### src/rtl/nibble_serial_add_ctrl.sv
// nibble_serial_add_ctrl
//   Drives one external combinational 4-bit adder slice to add two WIDTH-bit operands,
//   one nibble per clock, LSB nibble first. The carry between nibbles is chained
//   through an internal register. Valid/ready handshakes are used on both sides.
//
//   Optional feature macro: NIBBLE_SERIAL_ADD_CTRL_SUB_EN
//     defined   : adds input `sub`; sub=1 computes op_a - op_b (cout=1 -> no borrow)
//     undefined : add only, cin honoured
//
// Ports
//   clk, rst_n            clock (rising edge), async active-low reset
//   in_valid, in_ready    operand handshake (ready only in IDLE)
//   op_a, op_b, cin       operands and carry-in for nibble 0
//   sub                   (SUB_EN only) subtract select, latched at accept
//   add_a, add_b, add_cin to the adder slice (0 outside RUN)
//   add_s, add_cout       from the adder slice, sampled in the same cycle
//   out_valid, out_ready  result handshake
//   sum, cout             result and final carry-out, valid with out_valid

module nibble_serial_add_ctrl #(
    parameter int unsigned WIDTH = 16
) (
    input  logic             clk,
    input  logic             rst_n,
    input  logic             in_valid,
    output logic             in_ready,
    input  logic [WIDTH-1:0] op_a,
    input  logic [WIDTH-1:0] op_b,
    input  logic             cin,
`ifdef NIBBLE_SERIAL_ADD_CTRL_SUB_EN
    input  logic             sub,
`endif
    output logic [3:0]       add_a,
    output logic [3:0]       add_b,
    output logic             add_cin,
    input  logic [3:0]       add_s,
    input  logic             add_cout,
    output logic             out_valid,
    input  logic             out_ready,
    output logic [WIDTH-1:0] sum,
    output logic             cout
);

    localparam int unsigned NIBBLES = WIDTH / 4;
    localparam int unsigned IDX_W   = (NIBBLES > 1) ? $clog2(NIBBLES) : 1;

    typedef enum logic [1:0] {
        StIdle = 2'd0,
        StRun  = 2'd1,
        StDone = 2'd2
    } state_e;

    state_e                   state_q;
    logic [NIBBLES-1:0][3:0]  a_q;
    logic [NIBBLES-1:0][3:0]  b_q;
    logic [NIBBLES-1:0][3:0]  sum_q;
    logic                     carry_q;
    logic [IDX_W-1:0]         idx_q;
    logic                     sub_q;

`ifdef NIBBLE_SERIAL_ADD_CTRL_SUB_EN
    logic sub_in;
    assign sub_in = sub;
`else
    logic sub_in;
    assign sub_in = 1'b0;
`endif

    assign sum = sum_q;

    // Slice drive is decoded from registered state only; zero outside RUN.
    always_comb begin
        add_a   = 4'd0;
        add_b   = 4'd0;
        add_cin = 1'b0;
        if (state_q == StRun) begin
            add_a   = a_q[idx_q];
            // Subtraction is a + ~b + 1; the +1 comes from the forced nibble-0 carry.
            add_b   = sub_q ? ~b_q[idx_q] : b_q[idx_q];
            add_cin = carry_q;
        end
    end

    always_ff @(posedge clk or negedge rst_n) begin
        if (!rst_n) begin
            state_q   <= StIdle;
            in_ready  <= 1'b1;
            out_valid <= 1'b0;
            a_q       <= '0;
            b_q       <= '0;
            sum_q     <= '0;
            carry_q   <= 1'b0;
            idx_q     <= '0;
            sub_q     <= 1'b0;
            cout      <= 1'b0;
        end else begin
            unique case (state_q)
                StIdle: begin
                    if (in_valid && in_ready) begin
                        a_q      <= op_a;
                        b_q      <= op_b;
                        sub_q    <= sub_in;
                        carry_q  <= sub_in ? 1'b1 : cin;
                        idx_q    <= '0;
                        in_ready <= 1'b0;
                        state_q  <= StRun;
                    end
                end
                StRun: begin
                    sum_q[idx_q] <= add_s;
                    carry_q      <= add_cout;
                    if (idx_q == IDX_W'(NIBBLES - 1)) begin
                        cout      <= add_cout;
                        out_valid <= 1'b1;
                        idx_q     <= '0;
                        state_q   <= StDone;
                    end else begin
                        idx_q <= idx_q + 1'b1;
                    end
                end
                StDone: begin
                    // One bubble between operations: in_ready returns only in IDLE.
                    if (out_ready) begin
                        out_valid <= 1'b0;
                        in_ready  <= 1'b1;
                        state_q   <= StIdle;
                    end
                end
                default: begin
                    state_q   <= StIdle;
                    in_ready  <= 1'b1;
                    out_valid <= 1'b0;
                end
            endcase
        end
    end

endmodule

### config.mk
export PLATFORM = sky130hd
export DESIGN_NAME = nibble_serial_add_ctrl
export DESIGN_NICKNAME = d
export VERILOG_FILES = /design/src/rtl/nibble_serial_add_ctrl.sv
export SDC_FILE = /design/constraint.sdc
export NUM_CORES = 1
export LEC_CHECK = 0
export CAP_MARGIN = 10
export CELL_PAD_IN_SITES_DETAIL_PLACEMENT = 2
export CELL_PAD_IN_SITES_GLOBAL_PLACEMENT = 2
export CORE_MARGIN = 1.5
export CORE_UTILIZATION = 36
export CTS_CLUSTER_SIZE = 28
export DETAILED_ROUTE_END_ITERATION = 10
export GPL_ROUTABILITY_DRIVEN = 0
export HOLD_SLACK_MARGIN = 0.05
export PLACE_DENSITY_LB_ADDON = 0.1
export SYNTH_ARGS = -nofsm -noshare
export SYNTH_HDL_FRONTEND = slang
export SYNTH_SLANG_ARGS = --single-unit
### constraint.sdc
create_clock -name clk -period 2.55 [get_ports clk]
set_input_delay 0.51 -clock clk [delete_from_list [all_inputs] [get_ports clk]]
set_output_delay 0.51 -clock clk [all_outputs]
set_load 0.02 [all_outputs]
==> impl_metrics.json, run 1 <==
{
  "final_cell_mix": "60 x clkdlybuf4s50_1, 54 x dfrtp_1, 27 x mux2_4",
  "slew_headroom": 0.512,
  "worst_pin_slew_ns": 0.732,
  "vias": 1565,
  "multi_input_area_mm2": 0.00110,
  "max_freq_mhz": 420,
  "hold_buffers": 0,
  "crit-reg2reg-launch": "in_ready$_DFFE_PN1P_",
  "drc": 0,
  "grt_use_total": 0.170,
  "routed.top_layer": "met4",
  "wl_met3_um": 252,
  "place_hpwl_um": 4280,
  "crit_start": "idx_q[0]$_DFFE_PN0P_",
  "area_growth_pct": 35.2,
  "grt_antenna_before_repair": 0,
  "ir_worst_vdd_mv": 0.512,
  "period_needed_ns": 2.38,
  "cts_buffers": 5,
  "grt_pass1_vias": 1881,
  "tns_ns": 0,
  "r2r-end": "a_q[6]$_DFFE_PN0P_",
  "vias_per_cell": 4.73,
  "fp.dieW_um": 87.8,
  "synth_area_mm2": 0.00259,
  "seqCellArea_mm2": 0.00140,
  "start_util": 0.377,
  "cp_num_buf_inv": 2,
  "m1WireLength_um": 2480,
  "cp-end-kind": "output pin",
  "clk_latency_ns": 0.31,
  "critPathMaxStageDelay_ns": 0.52,
  "status": "finished, final reports clean",
  "crit_family": "multiplexers",
  "synth_seq_cells": 56,
  "overflow": 0,
  "synth.distinct_cells": 27,
  "cpMaxStageDelayCell": "mux4_2",
  "grt_max_degree": 57,
  "final_common_cell": "clkdlybuf4s50_1",
  "setup_viol": 0,
  "cts.clk_slew.worst_paths_ns": 0.10,
  "cts_tree": "built",
  "die_y_um": 87.8,
  "n_fill_cell": 648,
  "postSynth.asyncResetShare": 1.00,
  "insertedDiodeCount": 0,
  "period_share": 0.934,
  "synth_ff_type": "dfrtp_1",
  "synth_edf_count": 0,
  "path_cells": "buf_4, mux4_2, and2_1, dlygate4sd2_1",
  "cp-start-kind": "flop",
  "cts_resized": 10,
  "required_ns": 2.04,
  "crit_type": "reg -> out",
  "power.total_uw": 3910,
  "critPathArrivalTime_ns": 1.87,
  "cts_setup_buffers": 0,
  "wl_met2_um": 3190,
  "htreeDepth": 2,
  "synth.yosys.seq_area_share": 0.542,
  "drive_gt1_frac": 0.340,
  "cap_viol_max_count": 0,
  "std_cell_rows": 30,
  "die-area_mm2": 0.00771,
  "r2r_setup_slack_ns": 0.75,
  "totalWireLength_um": 5940,
  "path_depth": 4,
  "io_buffers": 69,
  "hold_viol_final": 0,
  "synth_area_per_cell_um2": 16.2,
  "dp_cells": 324,
  "cts.sinks": 56,
  "grt_pass1_wl_um": 9850,
  "pwr_density_cell_mw_per_mm2": 1120,
  "ant_nets": 0,
  "finalMaxSlewViolations": 0,
  "io_pins": 70,
  "drtPass1Iterations": 4,
  "reg2reg_depth": 3,
  "syn_nets": 206,
  "skew_ns": 0.00537,
  "cp-endpoint": "add_a[0]",
  "clk_root_buffer_cell": "clkbuf_8",
  "core_area_mm2": 0.00687,
  "clockBufferDepth": 2,
  "final_cells": 331,
  "postLayoutCoreUtil": 0.510,
  "drtIter0Drc": 41,
  "routed_wire_length_per_instance_um": 18.0,
  "critPathMaxFanout": 6,
  "syn_inst": 160,
  "final_nets": 281,
  "p_leak_uw": 0.00152,
  "rsz0062_at_grt": "no",
  "hold_class": "in -> async",
  "ys_warn_count": 0
}
==> registers in the layout, indices dropped and copies added, names as in the netlist, 2 cells and up <==
register,count
sum,16
state_q,2
idx_q,2
b_q,16
a_q,16
==> per-layer routing <==
metal  track usage  vias to the layer above
met2         0.304                       41
li1              -                      715
met5             0                        -
met1         0.210                      807
met3        0.0349                        2
met4        0.0390                        0
==> cells in the mapped netlist (all sizes together) (2+ instances only) <==
master   n  share of area
dfrtp   55           0.53
mux2    49           0.25
and2     9          0.022
mux4     8          0.070
nand2    8          0.015
buf      6          0.032
ha       4          0.019
a21oi    2         0.0039
clkbuf   2         0.0029
inv      2         0.0029
nand2b   2         0.0048
nor2     2         0.0029
o31ai    2         0.0058
==> layout make-up <==
type | count | area share
flip-flops and latches | 56 | 0.401
multi-input cells | 94 | 0.314
repair buffers | 76 | 0.212
well taps | 96 | 0.0343
clock buffers | 5 | 0.0197
clock inverters | 2 | 0.0172
inverters | 2 | 0.00214
==> how the worst min path moves through the flow <==
stage / depth (start not counted) / endpoint / start
after global routing: 2 / b_q[0]$_DFFE_PN0P_ / rst_n
after floorplan: 0 / a_q[0]$_DFFE_PN0P_ / rst_n
after CTS: 2 / b_q[0]$_DFFE_PN0P_ / rst_n
final: 2 / b_q[0]$_DFFE_PN0P_ / rst_n
after detailed placement: 1 / sum[0]$_DFFE_PN0P_ / sum[0]$_DFFE_PN0P_
after global placement: 1 / a_q[0]$_DFFE_PN0P_ / a_q[0]$_DFFE_PN0P_
==> power by group <==
group | switching, uW | internal [uW]
sequential | 250 | 1310
combinational | 649 | 1030
clock | 291 | 387
==> stage by stage <==
step / instance area (um^2) / setup slack (ns) / hold slack [ns]
floorplan: 2590 / 0.686 / 0.214
global placement: 3380 / 0.302 / 0.485
detailed placement: 3380 / 0.226 / 0.495
CTS: 3500 / 0.131 / 0.357
global route: 3500 / 0.0828 / 0.378
finish: 3500 / 0.169 / 0.327
==> logic make-up (layout without fill, tap and decap cells) <==
kind of cell / Yosys count / in the layout / synth area share
multiplexers: 57 / 57 / 0.322
flip-flops: 56 / 56 / 0.542
AND/OR/NAND/NOR: 26 / 26 / 0.0609
buffers and inverters: 10 / 85 / 0.0382
AO/OA/AOI/OAI: 7 / 7 / 0.0184
adder cells (fa/ha/maj): 4 / 4 / 0.0193
(Power assumes the default switching activity.)
==> run 2: changes to the inputs <==
--- a/config.mk
+++ b/config.mk
@@ -9,7 +9,7 @@
 export CELL_PAD_IN_SITES_DETAIL_PLACEMENT = 2
 export CELL_PAD_IN_SITES_GLOBAL_PLACEMENT = 2
 export CORE_MARGIN = 1.5
-export CORE_UTILIZATION = 36
+export CORE_UTILIZATION = 30
 export CTS_CLUSTER_SIZE = 28
 export DETAILED_ROUTE_END_ITERATION = 10
 export GPL_ROUTABILITY_DRIVEN = 0
==> constraint.sdc (replaced) <==
create_clock -name clk -period 2 [get_ports clk]
set_input_delay 0.4 -clock clk [delete_from_list [all_inputs] [get_ports clk]]
set_output_delay 0.4 -clock clk [all_outputs]
set_load 0.02 [all_outputs]
==> impl_metrics.json, run 2 (same netlist as run 1, synthesis figures left out) <==
{
  "status": "finished with violations",
  "violations": "setup timing",
  "final_cell_mix": "59 x clkdlybuf4s50_1, 55 x dfrtp_1, 27 x mux2_4",
  "grt_antenna_before_repair": 0,
  "io_pins": 70,
  "p_leak_uw": 0.00157,
  "place_hpwl_um": 4670,
  "grt_use_total": 0.150,
  "cp-end-kind": "output pin",
  "final_nets": 292,
  "rsz0062_at_grt": "yes",
  "path_common_cell": "buf_6",
  "max_freq_mhz": 472,
  "crit-reg2reg-launch": "state_q[1]$_DFFE_PN0P_",
  "totalWireLength_um": 6320,
  "cp-start-kind": "flop",
  "skew_ns": 0.0168,
  "finalMaxSlewViolations": 0,
  "cts.sinks": 56,
  "cts_tree": "built",
  "cpMaxStageDelayCell": "mux4_2",
  "critPathMaxFanout": 8,
  "clockBufferDepth": 2,
  "io_buffers": 69,
  "ir_worst_vdd_mv": 0.555,
  "cts.clk_slew.worst_paths_ns": 0.11,
  "area_growth_pct": 40.5,
  "cts_buffers": 5,
  "htreeDepth": 2,
  "r2r-end": "a_q[0]$_DFFE_PN0P_",
  "routed_wire_length_per_instance_um": 18.0,
  "period_needed_ns": 2.12,
  "setup_viol": 8,
  "final_common_cell": "clkdlybuf4s50_1",
  "slew_headroom": 0.616,
  "grt_max_degree": 34,
  "r2r_setup_slack_ns": 0.31,
  "path_cells": "buf_12, buf_6, mux4_2, and2_4, buf_6",
  "vias": 1640,
  "clk_latency_ns": 0.31,
  "die-area_mm2": 0.00920,
  "fp.dieW_um": 95.9,
  "setup_ws_ns": -0.119,
  "overflow": 0,
  "required_ns": 1.60,
  "worst_pin_slew_ns": 0.576,
  "hold_viol_final": 0,
  "hold_class": "in -> async",
  "insertedDiodeCount": 0,
  "cap_viol_max_count": 0,
  "grt_pass1_wl_um": 10200,
  "critPathArrivalTime_ns": 1.72,
  "drc": 0,
  "drive_gt1_frac": 0.437,
  "crit_type": "reg -> out",
  "die_y_um": 95.9,
  "vias_per_cell": 4.66,
  "timing.hold.ws_ns": 0.0762,
  "start_util": 0.312,
  "core_area_mm2": 0.00830,
  "drtIter0Drc": 22,
  "drtPass1Iterations": 4,
  "period_share": 1.06,
  "ant_nets": 0,
  "pwr_density_cell_mw_per_mm2": 1380,
  "postLayoutCellArea_mm2": 0.00364,
  "critPathMaxStageDelay_ns": 0.49,
  "grt_pass1_vias": 1943,
  "std_cell_rows": 33,
  "dpl_cell_area_mm2": 0.00345,
  "clk_root_buffer_cell": "clkbuf_8",
  "reg2reg_depth": 4
}
## run 2: cell types whose count changed in the layout (fill, tap and decap cells not counted), sizes merged
cell	before	now
clkinv	0	1
clkbuf	5	6
clkinvlp	0	2
buf	8	27
dlygate4sd2	8	0
bufinv	2	0
clkdlybuf4s50	60	59
## run 2: worst max-delay path, delay by kind of cell (launching register included)
kind                   cells  cell delay, ns
AND/OR/NAND/NOR            1            0.16
buffers and inverters      3            0.36
flip-flops                 1            0.40
multiplexers               1            0.49
## run 2: power by group
| part | switching [uW] | leakage, uW | internal [uW] |
|---|---|---|---|
| clock network | 379 | 0.0000404 | 249 |
| registers | 300 | 0.000677 | 1670 |
| logic | 926 | 0.000851 | 1510 |
## run 2: worst max-delay path by stage
stage          cells past startpoint                  from  slack (ns)       end
6_report                           5  idx_q[0]$_DFFE_PN0P_       -0.12  add_b[1]
5_1_grt                            5  idx_q[0]$_DFFE_PN0P_       -0.21  add_a[2]
3_3_place_gp                       4  idx_q[0]$_DFFE_PN0P_       -0.12  add_a[0]
3_5_place_dp                       4  idx_q[0]$_DFFE_PN0P_       -0.15  add_b[3]
4_1_cts                            5  idx_q[0]$_DFFE_PN0P_       -0.18  add_a[3]
2_1_floorplan                      3  idx_q[0]$_DFFE_PN0P_        0.25  add_a[0]
## run 2: metrics by stage
step | TNS [ns] | total power, uW | worst slack [ns] | cells | util
floorplan | 0 | 3310 | 0.246 | 160 | -
global placement | -0.871 | 4150 | -0.119 | 337 | 0.415
detailed placement | -1.04 | 4270 | -0.149 | 337 | 0.415
CTS | -0.918 | 5040 | -0.184 | 350 | 0.432
global route | -1.54 | 5380 | -0.208 | 352 | 0.439
finish | -0.807 | 5040 | -0.119 | 352 | 0.439
## run 2: cell type report
| class | instances | area [um^2] |
|---|---|---|
| fill | 818 | 4660 |
| sequential | 56 | 1400 |
| multi-input combinational | 94 | 1120 |
| timing repair buffer | 87 | 886 |
| tap | 105 | 131 |
| clock buffer | 5 | 68.8 |
| clock inverter | 3 | 23.8 |
| inverter | 2 | 7.51 |
## run 2: what timing repair did
item,CTS,global route
setup buffers,5,2
resized for setup,51,14
setup endpoints to repair,9,9
hold buffers,0,0
pin swaps,5,3
endpoints found under the hold margin,0,0
## run 2: metal layers
layer  GRT usage  up-vias  share of wire
li1            -      737              -
met1       0.190      863           0.43
met2       0.264       38           0.53
met3      0.0292        2          0.032
met4      0.0294        0         0.0041
met5           0        -              0
==> run 3: changes to the inputs <==
--- a/config.mk
+++ b/config.mk
@@ -9,12 +9,14 @@
 export CELL_PAD_IN_SITES_DETAIL_PLACEMENT = 2
 export CELL_PAD_IN_SITES_GLOBAL_PLACEMENT = 2
 export CORE_MARGIN = 1.5
-export CORE_UTILIZATION = 30
+export CORE_UTILIZATION = 31
+export CTS_BUF_LIST = sky130_fd_sc_hd__clkbuf_8
 export CTS_CLUSTER_SIZE = 28
 export DETAILED_ROUTE_END_ITERATION = 10
 export GPL_ROUTABILITY_DRIVEN = 0
 export HOLD_SLACK_MARGIN = 0.05
 export PLACE_DENSITY_LB_ADDON = 0.1
+export REMOVE_ABC_BUFFERS = 1
 export SYNTH_ARGS = -nofsm -noshare
 export SYNTH_HDL_FRONTEND = slang
 export SYNTH_SLANG_ARGS = --single-unit
==> impl_metrics.json, run 3 (same netlist as run 1, synthesis figures left out) <==
{
  "status": "finished with violations",
  "violations": "setup timing",
  "reg2reg_depth": 3,
  "final_common_cell": "clkdlybuf4s50_1",
  "rsz0062_at_grt": "yes",
  "final_nets": 288,
  "n_fill_cell": 783,
  "cts_tree": "built",
  "min_to": "a_q[1]$_DFFE_PN0P_",
  "clk_latency_ns": 0.31,
  "cp-end-kind": "output pin",
  "pwr_density_cell_mw_per_mm2": 1390,
  "grt_use_total": 0.149,
  "crit-reg2reg-launch": "in_ready$_DFFE_PN1P_",
  "r2r-end": "a_q[6]$_DFFE_PN0P_",
  "vias_per_cell": 4.61,
  "critPathMaxFanout": 4,
  "cpMaxStageDelayCell": "mux4_2",
  "crit_family": "multiplexers",
  "clockBufferDepth": 2,
  "path_common_cell": "buf_6",
  "path_cells": "buf_6, mux4_2, and2_4, buf_6",
  "slew_headroom": 0.685,
  "period_share": 1.01,
  "grt_max_degree": 26,
  "ant_nets": 0,
  "cap_viol_max_count": 0,
  "cts_buffers": 5,
  "clk_root_buffer_cell": "clkbuf_8",
  "drtPass1Iterations": 4,
  "core_area_mm2": 0.00813,
  "grt_antenna_before_repair": 0,
  "period_needed_ns": 2.02,
  "die_y_um": 94.4,
  "std_cell_rows": 33,
  "htreeDepth": 2,
  "p_leak_uw": 0.00155,
  "finalMaxSlewViolations": 0,
  "routed_wire_length_per_instance_um": 17.8,
  "timing.hold.ws_ns": 0.517,
  "whs_path_depth": 1,
  "hold_viol_final": 0,
  "grt_pass1_vias": 1896,
  "critPathMaxStageDelay_ns": 0.50,
  "drive_gt1_frac": 0.420,
  "io_pins": 70,
  "vias": 1604,
  "r2r_setup_slack_ns": 0.29,
  "cp-start-kind": "flop",
  "fp.dieW_um": 94.4,
  "final_cell_mix": "59 x clkdlybuf4s50_1, 55 x dfrtp_1, 27 x mux2_4",
  "grt_pass1_wl_um": 9960,
  "crit_type": "reg -> out",
  "required_ns": 1.60,
  "insertedDiodeCount": 0,
  "cts_setup_buffers": 0,
  "overflow": 0,
  "critPathArrivalTime_ns": 1.62,
  "max_freq_mhz": 495,
  "skew_ns": 0.00710,
  "hold_start": "a_q[1]$_DFFE_PN0P_",
  "cp_num_buf_inv": 2,
  "drc": 0,
  "setup_viol": 7,
  "hold_class": "reg -> reg",
  "area_growth_pct": 38.6,
  "drtIter0Drc": 28,
  "cts.sinks": 56,
  "tns_ns": -0.0731,
  "die-area_mm2": 0.00891,
  "place_hpwl_um": 4740,
  "io_buffers": 69,
  "setup_ws_ns": -0.0206,
  "worst_pin_slew_ns": 0.473,
  "cts.clk_slew.worst_paths_ns": 0.10,
  "ir_worst_vdd_mv": 0.622,
  "start_util": 0.318,
  "totalWireLength_um": 6190
}
[run 3: changes by cell type in the layout (fill, tap and decap cells not counted)]
cell / previous run / this run
clkinv_4: 1 / 0
buf_6: 14 / 10
clkinvlp_4: 2 / 1
nor2b_2: 1 / 0
dlygate4sd3_1: 0 / 1
nor2b_1: 0 / 1
bufinv_16: 0 / 1
clkinv_2: 0 / 1
buf_4: 9 / 10
buf_12: 3 / 1
[run 3: how the worst max path moves through the flow]
stage                              start                  to  depth (start not counted)
CTS                 idx_q[0]$_DFFE_PN0P_            add_a[1]                          4
global placement    idx_q[0]$_DFFE_PN0P_            add_b[0]                          4
global route        idx_q[0]$_DFFE_PN0P_            add_a[0]                          4
floorplan           in_ready$_DFFE_PN1P_  a_q[0]$_DFFE_PN0P_                          2
detailed placement  idx_q[0]$_DFFE_PN0P_            add_b[0]                          4
finish              idx_q[0]$_DFFE_PN0P_            add_b[1]                          4
[run 3: through the flow]
stage               setup slack (ns)   util  cells  cell area, um^2  power, uW
floorplan                      -2.25      -    152             2500       3280
CTS                           -0.242  0.438    348             3560       5020
global route                 -0.0937  0.441    348             3590       5310
finish                       -0.0206  0.441    348             3590       5010
global placement              -0.114  0.422    339             3430       4140
detailed placement            -0.128  0.422    339             3430       4260
[run 3: where the power goes]
part | internal, uW | total, uW | leakage [uW] | switching, uW
Clock | 371 | 745 | 0.0000541 | 374
Sequential | 1670 | 1970 | 0.000677 | 303
Combinational | 1400 | 2290 | 0.000817 | 892
Total | 3440 | 5010 | 0.00155 | 1570
[run 3: repair_timing]
action                                  CTS  global route
endpoints found under the hold margin    19             0
endpoints found under the setup margin    9             9
hold buffers                              1             0
pin swaps                                 0             8
gates resized for setup                  21            40
[run 3: worst reg2reg max path: stages (launching register included)]
cell and delay, ns:
dfstp_2 0.57, nor4bb_4 0.37, buf_4 0.29, mux2_2 0.37
[run 3: metal layers]
layer | part of all wire | track usage
met5 | 0 | 0
met4 | 0.0092 | 0.0373
met3 | 0.047 | 0.0378
met2 | 0.54 | 0.273
met1 | 0.40 | 0.173
[run 3: area by class of cell]
class                   instances  area (um^2)  area share
clock buffers                   5         68.8      0.0192
clock inverters                 3         42.5      0.0119
inverters                       2         7.51     0.00209
multi-input cells              94         1120       0.311
flip-flops and latches         56         1400       0.391
well taps                     105          131      0.0366
repair buffers                 83          818       0.228
